--- src/rtl/scl180_spare_pkg.sv ---
// Shared constants and chain-op encoding for the SCL180 spare-cell bank.
// Imported by scl180_spare_cnt and scl180_macro_sparecell_bank.
package scl180_spare_pkg;

   localparam int SPARE_NUM_TIE_DEF   = 4;
   localparam int SPARE_DEPTH_DEF     = 8;
   localparam int SPARE_CNT_WIDTH_DEF = 8;

   // Shift-chain operation, highest priority last
   typedef enum logic [1:0] {
      OP_HOLD  = 2'd0,
      OP_SHIFT = 2'd1,
      OP_CLR   = 2'd2
   } chain_op_e;

endpackage

--- src/rtl/scl180_spare_cnt.sv ---
// Spare loadable up-counter with registered terminal-count pulse.
// Ports: clk, resetn (async low), cnt_en, cnt_load, cnt_din -> cnt_q, cnt_tc.
module scl180_spare_cnt
   import scl180_spare_pkg::*;
#(
   parameter int CNT_WIDTH = SPARE_CNT_WIDTH_DEF
) (
   input  logic                 clk,
   input  logic                 resetn,
   input  logic                 cnt_en,
   input  logic                 cnt_load,
   input  logic [CNT_WIDTH-1:0] cnt_din,
   output logic [CNT_WIDTH-1:0] cnt_q,
   output logic                 cnt_tc
);

   localparam logic [CNT_WIDTH-1:0] ONE = {{(CNT_WIDTH-1){1'b0}}, 1'b1};

   logic [CNT_WIDTH-1:0] count_d;
   logic [CNT_WIDTH-1:0] count_q;
   logic                 tc_d;
   logic                 tc_q;

   // Load beats increment; tc only marks an increment that wraps
   always_comb begin
      count_d = count_q;
      tc_d    = 1'b0;
      if (cnt_load) begin
         count_d = cnt_din;
      end else if (cnt_en) begin
         count_d = count_q + ONE;
         tc_d    = &count_q;
      end
   end

   always_ff @(posedge clk or negedge resetn) begin
      if (!resetn) begin
         count_q <= '0;
         tc_q    <= 1'b0;
      end else begin
         count_q <= count_d;
         tc_q    <= tc_d;
      end
   end

   assign cnt_q  = count_q;
   assign cnt_tc = tc_q;

endmodule

--- src/rtl/scl180_macro_sparecell_bank.sv ---
// ECO spare-logic bank: tie buses, spare shift chain, spare counter.
// Ports: clk, resetn, sh_* chain, cnt_* counter, LO/HI ties; macros USE_POWER_PINS, SCL180_SPARE_GATES_EN.
module scl180_macro_sparecell_bank
   import scl180_spare_pkg::*;
#(
   parameter int NUM_TIE   = SPARE_NUM_TIE_DEF,
   parameter int DEPTH     = SPARE_DEPTH_DEF,
   parameter int CNT_WIDTH = SPARE_CNT_WIDTH_DEF
) (
`ifdef USE_POWER_PINS
   input  logic                 VPWR,
   input  logic                 VGND,
`endif
   input  logic                 clk,
   input  logic                 resetn,
   input  logic                 sh_en,
   input  logic                 sh_clr,
   input  logic                 sh_in,
   output logic                 sh_out,
   output logic [DEPTH-1:0]     sh_par,
   input  logic                 cnt_en,
   input  logic                 cnt_load,
   input  logic [CNT_WIDTH-1:0] cnt_din,
   output logic [CNT_WIDTH-1:0] cnt_q,
   output logic                 cnt_tc,
`ifdef SCL180_SPARE_GATES_EN
   output logic [NUM_TIE-1:0]   spare_inv,
   output logic [NUM_TIE-1:0]   spare_nand,
   output logic [NUM_TIE-1:0]   spare_nor,
`endif
   output logic [NUM_TIE-1:0]   LO,
   output logic [NUM_TIE-1:0]   HI
);

   chain_op_e        chain_op;
   logic [DEPTH-1:0] chain_d;
   logic [DEPTH-1:0] chain_q;

   // Per-bit tie cell + buffer so each output can be rewired alone
   for (genvar i = 0; i < NUM_TIE; i++) begin : g_tie
      (* keep = "true", dont_touch = "true" *) logic tie_lo;
      (* keep = "true", dont_touch = "true" *) logic tie_hi;
      assign tie_lo = 1'b0;
      assign tie_hi = 1'b1;
      assign LO[i]  = tie_lo;
      assign HI[i]  = tie_hi;
`ifdef SCL180_SPARE_GATES_EN
      (* keep = "true", dont_touch = "true" *) logic g_inv;
      (* keep = "true", dont_touch = "true" *) logic g_nand;
      (* keep = "true", dont_touch = "true" *) logic g_nor;
      assign g_inv         = ~tie_lo;
      assign g_nand        = ~(tie_lo & tie_lo);
      assign g_nor         = ~(tie_lo | tie_lo);
      assign spare_inv[i]  = g_inv;
      assign spare_nand[i] = g_nand;
      assign spare_nor[i]  = g_nor;
`endif
   end

   always_comb begin
      chain_op = OP_HOLD;
      if (sh_clr) begin
         chain_op = OP_CLR;
      end else if (sh_en) begin
         chain_op = OP_SHIFT;
      end
   end

   always_comb begin
      chain_d = chain_q;
      unique case (chain_op)
         OP_CLR:   chain_d = '0;
         OP_SHIFT: chain_d = {chain_q[DEPTH-2:0], sh_in};
         default:  chain_d = chain_q;
      endcase
   end

   always_ff @(posedge clk or negedge resetn) begin
      if (!resetn) begin
         chain_q <= '0;
      end else begin
         chain_q <= chain_d;
      end
   end

   assign sh_par = chain_q;
   assign sh_out = chain_q[DEPTH-1];

   scl180_spare_cnt #(
      .CNT_WIDTH (CNT_WIDTH)
   ) u_cnt (
      .clk      (clk),
      .resetn   (resetn),
      .cnt_en   (cnt_en),
      .cnt_load (cnt_load),
      .cnt_din  (cnt_din),
      .cnt_q    (cnt_q),
      .cnt_tc   (cnt_tc)
   );

endmodule

--- config.mk ---
export PLATFORM = sky130hd
export DESIGN_NAME = scl180_macro_sparecell_bank
export DESIGN_NICKNAME = d
export VERILOG_FILES = /design/src/rtl/scl180_spare_pkg.sv /design/src/rtl/scl180_spare_cnt.sv /design/src/rtl/scl180_macro_sparecell_bank.sv
export SDC_FILE = /design/constraint.sdc
export NUM_CORES = 1
export LEC_CHECK = 0
export BUFFER_PORTS_ARGS = -buffer_cell sky130_fd_sc_hd__buf_2
export CORE_MARGIN = 2
export CORE_UTILIZATION = 35
export CTS_BUF_LIST = sky130_fd_sc_hd__clkbuf_8
export CTS_CLUSTER_SIZE = 20
export DETAILED_ROUTE_END_ITERATION = 8
export GPL_ROUTABILITY_DRIVEN = 0
export PLACE_DENSITY = 0.64
export SETUP_SLACK_MARGIN = 0.15
export SYNTH_ARGS = -nofsm -noshare
export SYNTH_HDL_FRONTEND = slang
export SYNTH_SLANG_ARGS = --single-unit
--- constraint.sdc ---
create_clock -name clk -period 1.5 [get_ports clk]
set_input_delay 0.3 -clock clk [delete_from_list [all_inputs] [get_ports clk]]
set_output_delay 0.3 -clock clk [all_outputs]
set_load 0.05 [all_outputs]
==> results of run 1 <==
[metrics by stage]
stage | cell area [um^2] | util [%] | hold slack [ns] | instances | power [mW]
after global placement | 1020 | 42.0 | 0.234 | 143 | 0.813
after global routing | 1090 | 44.7 | 0.280 | 149 | 1.21
final | 1090 | 44.7 | 0.263 | 149 | 1.14
after CTS | 1080 | 44.3 | 0.261 | 148 | 1.15
after detailed placement | 1020 | 42.0 | 0.239 | 143 | 0.820
after floorplan | 921 | - | 0.00441 | 95 | 0.766
[layout make-up]
class / instances / area (um^2)
multi-input combinational: 64 / 394
clock buffer: 3 / 41.3
tap: 30 / 37.5
timing repair buffer: 34 / 178
sequential: 17 / 433
clock inverter: 1 / 3.75
fill: 268 / 1350
[what timing repair did]
item / 4_1_cts / 5_1_grt
buffers inserted: 0 / 1
hold buffers: 1 / 0
resized for setup: 0 / 1
endpoints found under the hold margin: 17 / 0
setup endpoints to repair: 0 / 1
[state kept, by name, indices dropped and copies added, names as in the netlist]
signal	cells
sh_par	8
u_cnt.cnt_q	8
u_cnt.cnt_tc	1
[placed cells by master (no fill, tap or decap), types with 3 or more instances in the layout]
cell      instances
dfrtp_2           6
conb_1            8
mux2i_1           9
xor2_1            3
dfrtp_1          11
nand2_1           9
clkbuf_8          3
nand4_1           3
nor2_1            8
nor2b_1           3
or4_1             3
buf_2            32
nand3_1           5
o21ai_1           6
[metal layers]
layer / track usage, % / part of all wire, %
met2: 24.0 / 49
met5: 0 / 0
met1: 14.6 / 44
met4: 5.00 / 0.65
met3: 2.50 / 6.2
[power by group through the flow]
stage	combinational, mW	sequential (mW)	clock (mW)
floorplan	0.138	0.628	0
global placement	0.277	0.536	0
detailed placement	0.282	0.539	0
CTS	0.284	0.531	0.335
global route	0.310	0.536	0.363
finish	0.287	0.531	0.320
[final timing paths]
path | from | slack (ns) | cells after the start | end
max in group asynchronous | resetn | 0.70 | 2 | u_cnt.cnt_q[1]$_DFFE_PN0P_
setup / recovery | u_cnt.cnt_q[0]$_DFFE_PN0P_ | 0.23 | 1 | cnt_q[0]
hold reg to reg | sh_par[4]$_DFFE_PN0P_ | 0.55 | 2 | sh_par[4]$_DFFE_PN0P_
min in group asynchronous | resetn | 0.51 | 2 | sh_par[7]$_DFFE_PN0P_
hold / removal | cnt_din[5] | 0.26 | 3 | u_cnt.cnt_q[5]$_DFFE_PN0P_
setup reg to reg | u_cnt.cnt_q[0]$_DFFE_PN0P_ | 0.24 | 4 | u_cnt.cnt_q[6]$_DFFE_PN0P_
==> flow_summary.yaml, run 1 <==
flow_run:
  drv_cap: 0
setup_path:
  path_cells: "buf_2"
  worstPathArrival_ns: 0.97
  critPathBufInv: 1
  crit_type: "reg2out"
  crit_family: "flip-flops"
  slowest_delay_ns: 0.43
  cp_slowest_cell: "dfrtp_2"
  critPathMaxFanout: 6
  start_kind: "register"
  critPathRequiredTime_ns: 1.20
  critPathCaptureType: "primary output"
timing:
  fin_ws_ns: 0.233
  setup-violations-final: 0
  period_minus_slack_ns: 1.27
  hold_viol_final: 0
  skew_ns: 0.000919
  rsz0062_at_grt: "no"
  max_freq_mhz: 789
  tns_ns: 0
  slew_viol_final: 0
  finalCritPeriodShare_pct: 84.5
placed_design:
  port_buffers: 32
  dp_slack_ns: 0.218
  hpwl_mm: 1.29
drt:
  wl_per_cell_um: 11.3
  drc: 0
  first_pass_iters: 3
  drtIter0Drc: 4
  vias_per_cell: 4.68
  postRouteAntennaNets: 0
  drt-total-wl_mm: 1.69
  vias: 697
grt:
  grt_max_degree: 21
  first_global_vias: 669
  grtUsageTotal_pct: 13.0
  grt.overflow.total: 0
  antenna_found_initial: 0
  grt_first_pass_wirelength_mm: 2.73
cts:
  cts_tree: "yes"
  insertion_delay_ns: 0.24
  cts.path.max_buffers: 2
  cts_made_buffers: 3
  clkTransAtPathRegs_ns: 0.06
  root_buffer: "clkbuf_8"
  h-tree-depth: 1
  cts_sinks: 17
power_and_ir_drop:
  switching_share_pct: 34.4
  switchingPower_mw: 0.391
  power_leakage_nw: 0.563
  combPwrFrac_pct: 25.2
  powerDensity_nw_per_um2: 1050
  ir_drop_v: 0.000486
  intPower_mw: 0.747
  clockPowerShare_pct: 28.1
  power_frac_seq_pct: 46.7
synthesis:
  netlist_area_um2: 878
  syn_area_per_cell_um2: 9.87
  yosysWarnings: 0
  synthCells: 89
floorplan:
  fp.dieH_um: 54.1
  dieArea_um2: 2930
  core_region_area_um2: 2430
  die_w_um: 54.1
  fp-row-count: 18
  initial_core_util_pct: 36.1
  ioPinCount: 41
layout:
  antenna_cells: 0
  area_growth_pct: 23.8
  drive_gt1_share_pct: 37.8
  nets: 136
run_status:
  outcome: "complete, no violations"
hold_path:
  min_path_type: "in2reg"
Power figures use the tool's default switching activity.
==> run 2, diff against run 1 <==
==> constraint.sdc (replaced) <==
create_clock -name clk -period 1.2 [get_ports clk]
set_input_delay 0.24 -clock clk [delete_from_list [all_inputs] [get_ports clk]]
set_output_delay 0.24 -clock clk [all_outputs]
set_load 0.05 [all_outputs]
==> run 2 against run 1 <==
  * The run now ends with negative setup slack left
  * Die area unchanged
  * Count of clock-buffer cells in the layout unchanged
  * Global-route usage up 2.9 points
  * Critical path depth up 3
  * Clock skew up 0.0015 ns
  * Non-clock buffer count up 21
  * Combinational power up 66%
  * Clock power up 27%
  * Critical path type is now reg2reg
==> flow_summary.yaml, run 2 (synthesis gave the netlist of run 1 again) <==
run_status:
  outcome: "finished with violations"
  violations: "negative setup slack"
layout:
  final_common_cell: "buf_4"
  nFillCells: 227
  area_growth_pct: 63.8
  fin_util_pct: 59.2
  nets: 157
  final_cell_mix: "buf_4 (20), buf_6 (15), buf_2 (14)"
  antenna_cells: 0
  drive_gt1_share_pct: 53.6
setup_path:
  path_cells: "ha_4, nand2_4, or4_4, nand3_2"
  critPathMaxFanout: 6
  critPathRequiredTime_ns: 1.38
  critPathBufInv: 0
  reg2reg_from: "u_cnt.cnt_q[0]$_DFFE_PN0P_"
  reg2reg_slack_ns: -0.02
  slowest_delay_ns: 0.44
  crit_family: "simple AND/OR/NAND/NOR gates"
  worstPathArrival_ns: 1.40
  critPathCaptureType: "register"
  reg2reg_depth: 4
  cp_slowest_cell: "dfrtp_2"
  start_kind: "register"
  crit_cells: 4
  crit_type: "reg2reg"
  rr_endpoint: "u_cnt.cnt_q[6]$_DFFE_PN0P_"
placed_design:
  port_buffers: 32
  hpwl_mm: 1.35
hold_path:
  min-delay-start: "cnt_din[6]"
  whs_endpoint: "u_cnt.cnt_q[6]$_DFFE_PN0P_"
  holdPathStages: 3
  min_path_type: "in2reg"
timing:
  timing.hold.ws_ns: 0.208
  fin_ws_ns: -0.0246
  finalCritPeriodShare_pct: 102
  skew_ns: 0.00243
  rsz0062_at_grt: "yes"
  hold_viol_final: 0
  setup-violations-final: 3
  max_freq_mhz: 817
  slew_viol_final: 0
  period_minus_slack_ns: 1.22
power_and_ir_drop:
  powerDensity_nw_per_um2: 1080
  power_leakage_nw: 0.719
  ir_drop_v: 0.000557
drt:
  drt-total-wl_mm: 2.17
  drtIter0Drc: 3
  first_pass_iters: 2
  vias_per_cell: 4.68
  vias: 796
  drc: 0
  wl_per_cell_um: 12.8
  postRouteAntennaNets: 0
grt:
  grt_max_degree: 18
  grt_first_pass_wirelength_mm: 3.32
  grt.overflow.total: 0
  first_global_vias: 808
  grtUsageTotal_pct: 15.9
  antenna_found_initial: 0
cts:
  clkTransAtPathRegs_ns: 0.07
  cts_sinks: 17
  cts_made_buffers: 3
  cts_tree: "yes"
  h-tree-depth: 1
  root_buffer: "clkbuf_8"
  cts.path.max_buffers: 2
  insertion_delay_ns: 0.24
floorplan:
  initial_core_util_pct: 36.1
  core_region_area_um2: 2430
  fp.dieH_um: 54.1
  fp-row-count: 18
  die_w_um: 54.1
  ioPinCount: 41
  dieArea_um2: 2930
flow_run:
  drv_cap: 0
==> run 2: routing by layer <==
metal  vias to the layer above  track usage, %  share of wire [%]
met5                         -               0                  0
met4                         0            5.00               0.46
met3                         2            3.61                5.0
met2                        27            29.7                 56
met1                       381            17.6                 39
li1                        386               -                  -
==> run 2: how the worst max path moves through the flow <==
stage	slack (ns)	start	to
6_report	-0.02	u_cnt.cnt_q[0]$_DFFE_PN0P_	u_cnt.cnt_q[6]$_DFFE_PN0P_
3_3_place_gp	0.05	u_cnt.cnt_q[3]$_DFFE_PN0P_	u_cnt.cnt_q[6]$_DFFE_PN0P_
2_1_floorplan	-0.12	u_cnt.cnt_q[0]$_DFFE_PN0P_	u_cnt.cnt_q[6]$_DFFE_PN0P_
4_1_cts	0.0008	u_cnt.cnt_q[0]$_DFFE_PN0P_	u_cnt.cnt_q[6]$_DFFE_PN0P_
3_5_place_dp	0.004	u_cnt.cnt_q[1]$_DFFE_PN0P_	u_cnt.cnt_q[6]$_DFFE_PN0P_
5_1_grt	-0.09	u_cnt.cnt_q[0]$_DFFE_PN0P_	u_cnt.cnt_q[4]$_DFFE_PN0P_
==> run 2: final cells by class <==
cell class | count | area, um^2 | share of cell area (%)
Timing Repair Buffer | 55 | 474 | 33.0
Multi-Input combinational cell | 64 | 445 | 31.0
Sequential cell | 17 | 437 | 30.3
Clock buffer | 3 | 41.3 | 2.87
Tap cell | 30 | 37.5 | 2.61
Clock inverter | 1 | 3.75 | 0.261
==> run 2: what timing repair did <==
action / CTS / global route
setup endpoints to repair: 22 / 26
buffers inserted: 14 / 5
endpoints found under the hold margin: 17 / 0
pin swaps: 4 / 11
hold buffers: 1 / 0
resized for setup: 32 / 17
==> run 2: per-stage QoR <==
step / setup TNS (ns) / power (mW) / instance area, um^2 / cells / setup WS [ns]
after global routing: -0.204 / 1.64 / 1440 / 170 / -0.0862
after detailed placement: 0 / 1.05 / 1070 / 146 / 0.00438
after CTS: 0 / 1.54 / 1330 / 165 / 0.000827
after floorplan: -0.323 / 0.973 / 946 / 95 / -0.123
after global placement: 0 / 1.04 / 1070 / 146 / 0.0456
final: -0.0284 / 1.56 / 1440 / 170 / -0.0246
==> run 2: tightest hold or removal path, cell delays in order <==
cell and delay, ns:
buf_2 0.08, nand2_1 0.05, nand3_2 0.05
==> run 2: power breakdown <==
| part | leakage (nW) | switching (mW) | internal (mW) |
|---|---|---|---|
| clock | 0.0269 | 0.182 | 0.226 |
| sequential | 0.211 | 0.0613 | 0.613 |
| combinational | 0.481 | 0.291 | 0.186 |
| total | 0.719 | 0.535 | 1.02 |
